==> config.mk <==
export PLATFORM = sky130hd
export DESIGN_NAME = a2f_packet_arbiter
export DESIGN_NICKNAME = d
export VERILOG_FILES = /design/src/rtl/a2f_packet_arbiter.sv
export SDC_FILE = /design/constraint.sdc
export NUM_CORES = 1
export LEC_CHECK = 0
export ABC_AREA = 1
export BUFFER_PORTS_ARGS = -buffer_cell sky130_fd_sc_hd__buf_2
export CAP_MARGIN = 10
export CORE_MARGIN = 5
export CORE_UTILIZATION = 49
export DETAILED_ROUTE_END_ITERATION = 16
export PLACE_DENSITY = 0.77
export RECOVER_POWER = 50
export SYNTH_ARGS = -nofsm -noshare
export SYNTH_HDL_FRONTEND = slang
export SYNTH_SLANG_ARGS = --single-unit
export TNS_END_PERCENT = 50
==> constraint.sdc <==
create_clock -name clk -period 2.9 [get_ports clk]
set_clock_uncertainty 0.05 [all_clocks]
set_input_delay 0.435 -clock clk [delete_from_list [all_inputs] [get_ports clk]]
set_output_delay 0.435 -clock clk [all_outputs]
set_load 0.02 [all_outputs]
==> src/rtl/a2f_packet_arbiter.sv <==
// Round-robin packet arbiter sharing the A2F FIFO write port between the IQ stream (ch0)
// and the status stream (ch1); each grant writes one header word plus BURST_LEN payload words.
module a2f_packet_arbiter #(
    parameter int DATA_WIDTH = 32,
    parameter int BURST_LEN  = 256,
    parameter int LVL_W      = 12
) (
    input  logic                  clk,
    input  logic                  reset,
    input  logic                  enable,
    input  logic [DATA_WIDTH-1:0] s0_data,
    input  logic [LVL_W-1:0]      s0_level,
    output logic                  s0_rd_req,
    input  logic [DATA_WIDTH-1:0] s1_data,
    input  logic [LVL_W-1:0]      s1_level,
    output logic                  s1_rd_req,
    input  logic [LVL_W-1:0]      fifo_free,
    output logic                  fifo_wr_req,
    output logic [DATA_WIDTH-1:0] fifo_wdata,
    output logic                  busy,
    output logic                  active_src,
    output logic                  pkt_done
);

    typedef enum logic [1:0] {
        IDLE = 2'd0,
        HDR  = 2'd1,
        PAY  = 2'd2
    } state_t;

    localparam logic [15:0] BURST_W  = 16'(BURST_LEN);
    localparam logic [31:0] BURST_32 = 32'(BURST_LEN);

    state_t                state_q, state_d;
    logic                  grant_q, grant_d;
    logic                  last_grant_q, last_grant_d;
    logic [6:0]            seq0_q, seq0_d;
    logic [6:0]            seq1_q, seq1_d;
    logic [15:0]           cnt_q, cnt_d;
    logic                  wr_req_q, wr_req_d;
    logic [DATA_WIDTH-1:0] wdata_q, wdata_d;
    logic                  active_q, active_d;
    logic                  done_q, done_d;

    logic                  elig0, elig1, pick;
    logic [31:0]           header;

    // A packet is granted only when both the source backlog and the FIFO space cover it whole.
    assign elig0 = enable && (32'(s0_level) >= BURST_32) && (32'(fifo_free) >= BURST_32 + 32'd1);
    assign elig1 = enable && (32'(s1_level) >= BURST_32) && (32'(fifo_free) >= BURST_32 + 32'd1);
    assign pick  = (elig0 && elig1) ? ~last_grant_q : elig1;

    assign header = {8'hA5, grant_q, (grant_q ? seq1_q : seq0_q), BURST_W};

    always_comb begin
        state_d      = state_q;
        grant_d      = grant_q;
        last_grant_d = last_grant_q;
        seq0_d       = seq0_q;
        seq1_d       = seq1_q;
        cnt_d        = cnt_q;
        wr_req_d     = 1'b0;
        wdata_d      = wdata_q;
        active_d     = active_q;
        done_d       = 1'b0;
        case (state_q)
            IDLE: begin
                if (elig0 || elig1) begin
                    grant_d      = pick;
                    last_grant_d = pick;
                    active_d     = pick;
                    state_d      = HDR;
                end
            end
            HDR: begin
                wr_req_d = 1'b1;
                wdata_d  = DATA_WIDTH'(header);
                if (grant_q) seq1_d = seq1_q + 7'd1;
                else         seq0_d = seq0_q + 7'd1;
                cnt_d    = 16'd0;
                state_d  = PAY;
            end
            PAY: begin
                wr_req_d = 1'b1;
                wdata_d  = grant_q ? s1_data : s0_data;
                if (cnt_q == BURST_W - 16'd1) begin
                    cnt_d   = 16'd0;
                    done_d  = 1'b1;
                    state_d = IDLE;
                end else begin
                    cnt_d = cnt_q + 16'd1;
                end
            end
            default: state_d = IDLE;
        endcase
    end

    // last_grant resets to ch1 so that ch0 wins the first tie.
    always_ff @(posedge clk or posedge reset) begin
        if (reset) begin
            state_q      <= IDLE;
            grant_q      <= 1'b0;
            last_grant_q <= 1'b1;
            seq0_q       <= 7'd0;
            seq1_q       <= 7'd0;
            cnt_q        <= 16'd0;
            wr_req_q     <= 1'b0;
            wdata_q      <= '0;
            active_q     <= 1'b0;
            done_q       <= 1'b0;
        end else begin
            state_q      <= state_d;
            grant_q      <= grant_d;
            last_grant_q <= last_grant_d;
            seq0_q       <= seq0_d;
            seq1_q       <= seq1_d;
            cnt_q        <= cnt_d;
            wr_req_q     <= wr_req_d;
            wdata_q      <= wdata_d;
            active_q     <= active_d;
            done_q       <= done_d;
        end
    end

    assign s0_rd_req   = (state_q == PAY) && !grant_q;
    assign s1_rd_req   = (state_q == PAY) && grant_q;
    assign fifo_wr_req = wr_req_q;
    assign fifo_wdata  = wdata_q;
    assign busy        = (state_q != IDLE);
    assign active_src  = active_q;
    assign pkt_done    = done_q;

endmodule
==> results.md <==
* Status: complete, but fails checks
* Failing checks: max-capacitance violations, max-slew violations
* Commonest non-fill, non-tap cell in the layout: buf_2
* Syn nets at 513
* Total I/O pin count at 141
* PortBufs at 124
* Max-Cap Viols at 1
* Die ar. at 8880 um^2
* Max Clk Rate at about 390 MHz
* Detailed Route Iter0 Violations at 198
* Final net count at 638
* Setup-failing EPs final at 0
* Share of post-route cells with drive strength above 1 at 29.1%
* CTS Hold Bufs at 0
* WS Path Type: reg -> out
* Total number of vias at 3238
* Die Y-Extent at between 90 and 100 um
* Antenna violations before repair at 0
* Antenna diodes at 0
* Setup_tns at 0 ns
* Post-CTS sizing at 0
* Leak pwr at about 2.1 nW
* Clock Sinks at 68
* Reg-to-Reg End: cnt_q[10]
* Hold_ws at around 0.32 ns
* First-pass GRT wire length at 14.4 mm
* Cells after synthesis at 403
* Switch Pwr at around 0.0019 W
* Hold Path End: fifo_wdata[8]
* Yosys reg bits at 68
* Sw frac at 43.8%
* PwrDens at between 900 and 1000 nW/um^2
* TritonCTS Buffers at 9
* Worst Hold Depth at 3
* GPL Wtd Cong at between 0.8 and 0.9
* Largest net degree at the start of global routing at 69
* Pin slew with the least headroom to its limit at 1.68 ns
* Slew margin rel. at -11.9%
* Core Area at 6830 um^2
* DRC violations left at 0
* Crit. End Element: output pin
* Pint at 0.00243 W
* Most frequent cells in the layout: buf_2 (109), nand2_1 (80), dfrtp_1 (67), nor2_1 (42), o21ai_0 (35)
* Worst Reg2Reg Path Length in Cells at 9
* Dpl cell area at 4180 um^2
* Flop pwr share at 35.0%
* Post-CTS Setup Bufs at 0
* Logic pwr share at a little under half
* Vias in the first global route at 3165
* Critical R2R Launch: state_q[0]
* Final wirelength at 8.90 mm
* Starting density of the core at 50.9%
* Row Count at 30
* Hold crit path type: in -> reg
* Final HPWL DP at 6.68 mm
* Register area share after synthesis at 49.0%
* CTS clock-pin slew for the worst setup and hold paths at 0.07 ns
* H-tree levels at 3
* Fin crit period at 2.59 ns
* Maximum vdd drop at 528 uV
* Post-route ant nets at 0
* Post-route cell area at 4360 um^2
* CP Launch Type: register
* Final hold violation count at 0
* Clock Power Share at 19.7%
* Synth warn at 0
* Hold Crit Start: s0_data[8]
* CP Data Required Time at around 2.4 ns
* Die extent in x at 94.2 um
* Total track usage at 20.7%
* Clock tree buffer depth at 2
* Synthesized area at 3480 um^2
* Vias per cell at 5.15
* Mean Syn Cell Area at 8.62 um^2
* Layout area overhead at 25.6%
* Unrepaired setup endpoints after global routing: no
* DR pass1 iterations at 4
* Tcrit/Tclk final at 89.4%
* Root buf cell: clkbuf_8
* Synth cell types at 36
* TritonCTS clock tree: built
* Worst Path Arrival at 2.11 ns
* GRT Residual Overflow at 0
* Fin. max-slew vios at 69
* Clk_lat worst skew at roughly 0.34 ns
* DR WL/cell at 14.1 um
* Max FO, Critical Path at 27
* Setup slack, reg-to-reg at around 0.73 ns
-- how the worst max path moves through the flow --
stage / start / endpoint / slack, ns / depth (start not counted)
6_report: state_q[0] / s1_rd_req / 0.31 / 5
3_5_place_dp: state_q[0] / s1_rd_req / 0.63 / 5
4_1_cts: state_q[0] / s1_rd_req / 0.25 / 5
5_1_grt: state_q[0] / s1_rd_req / 0.11 / 5
2_1_floorplan: reset / active_src / 0.71 / 1
3_3_place_gp: state_q[0] / s1_rd_req / 0.71 / 5
-- power by group through the flow --
stage / registers [W] / clock network [W] / logic, W
floorplan: 0.00178 / 0 / 0.00112
global route: 0.00156 / 0.000914 / 0.00219
CTS: 0.00151 / 0.000873 / 0.00203
finish: 0.00151 / 0.000850 / 0.00196
global placement: 0.00151 / 0 / 0.00197
detailed placement: 0.00152 / 0 / 0.00202
-- metrics by stage --
step                      setup WS, ns  power [W]  std cells  utilization, %
after floorplan                  0.705    0.00290        403               -
after global placement           0.712    0.00348        613            61.1
after detailed placement         0.631    0.00355        613            61.1
after CTS                        0.250    0.00441        629            64.3
after global routing             0.114    0.00466        629            63.9
final                            0.308    0.00432        629            63.9
-- worst max-delay path, cell delays in order, from the launching register on --
cell and delay (ns):
dfrtp_1 0.42, inv_1 0.10, ha_1 0.39, nand2_2 0.20, inv_2 0.39, buf_2 0.25
-- cell families (layout without fill, tap and decap cells) --
| logic type | after synthesis | in the layout | share of synthesized area [%] |
|---|---|---|---|
| buffers and inverters | 52 | 182 | 6.26 |
| adder cells (fa/ha/maj) | 7 | 7 | 2.52 |
| AND/OR/NAND/NOR | 171 | 171 | 22.6 |
| flip-flops | 68 | 68 | 49.0 |
| multiplexers | 1 | 1 | 0.324 |
| AO/OA/AOI/OAI | 89 | 89 | 15.5 |
| XOR/XNOR | 15 | 15 | 3.78 |
-- cells in the mapped netlist (all sizes together) --
library cell,n,area (um^2)
dfstp,1,26.3
a221oi,6,52.6
clkbuf,5,18.8
o21ai,41,205
xor2,12,105
a31oi,1,6.26
clkinv,1,5.00
o221ai,5,43.8
a41oi,1,8.76
nor2,46,193
and3,1,6.26
nand3,18,105
mux2,1,11.3
nor4,2,18.8
nor3,8,55.1
ha,7,87.6
nand2,86,345
a21oi,16,80.1
dfrtp,67,1680
a22oi,19,143
inv,36,135
buf,10,58.8
nand4,9,56.3
xnor2,3,26.3
and2,1,6.26
-- layout make-up --
cell class / count / area (um^2)
multi-input cells: 283 / 1550
fillers: 601 / 2470
flip-flops and latches: 68 / 1700
well taps: 96 / 120
repair buffers: 129 / 637
clock buffers: 11 / 141
inverters: 37 / 140
clock inverters: 5 / 75.1
-- state kept, by name, indices dropped and copies added (netlist names) --
register / flops
active_src: 1
cnt_q: 16
fifo_wdata: 32
fifo_wr_req: 1
last_grant_q: 1
pkt_done: 1
seq0_q: 7
seq1_q: 7
state_q: 2
-- layer usage --
| metal | track usage [%] | up-vias | wire length (um) |
|---|---|---|---|
| met3 | 5.93 | 10 | 397 |
| met5 | 0 | - | 0 |
| met1 | 24.4 | 1546 | 3570 |
| li1 | - | 1609 | - |
| met4 | 5.90 | 0 | 91 |
| met2 | 36.6 | 73 | 4830 |
No activity file was read; power rests on OpenSTA's default activity.
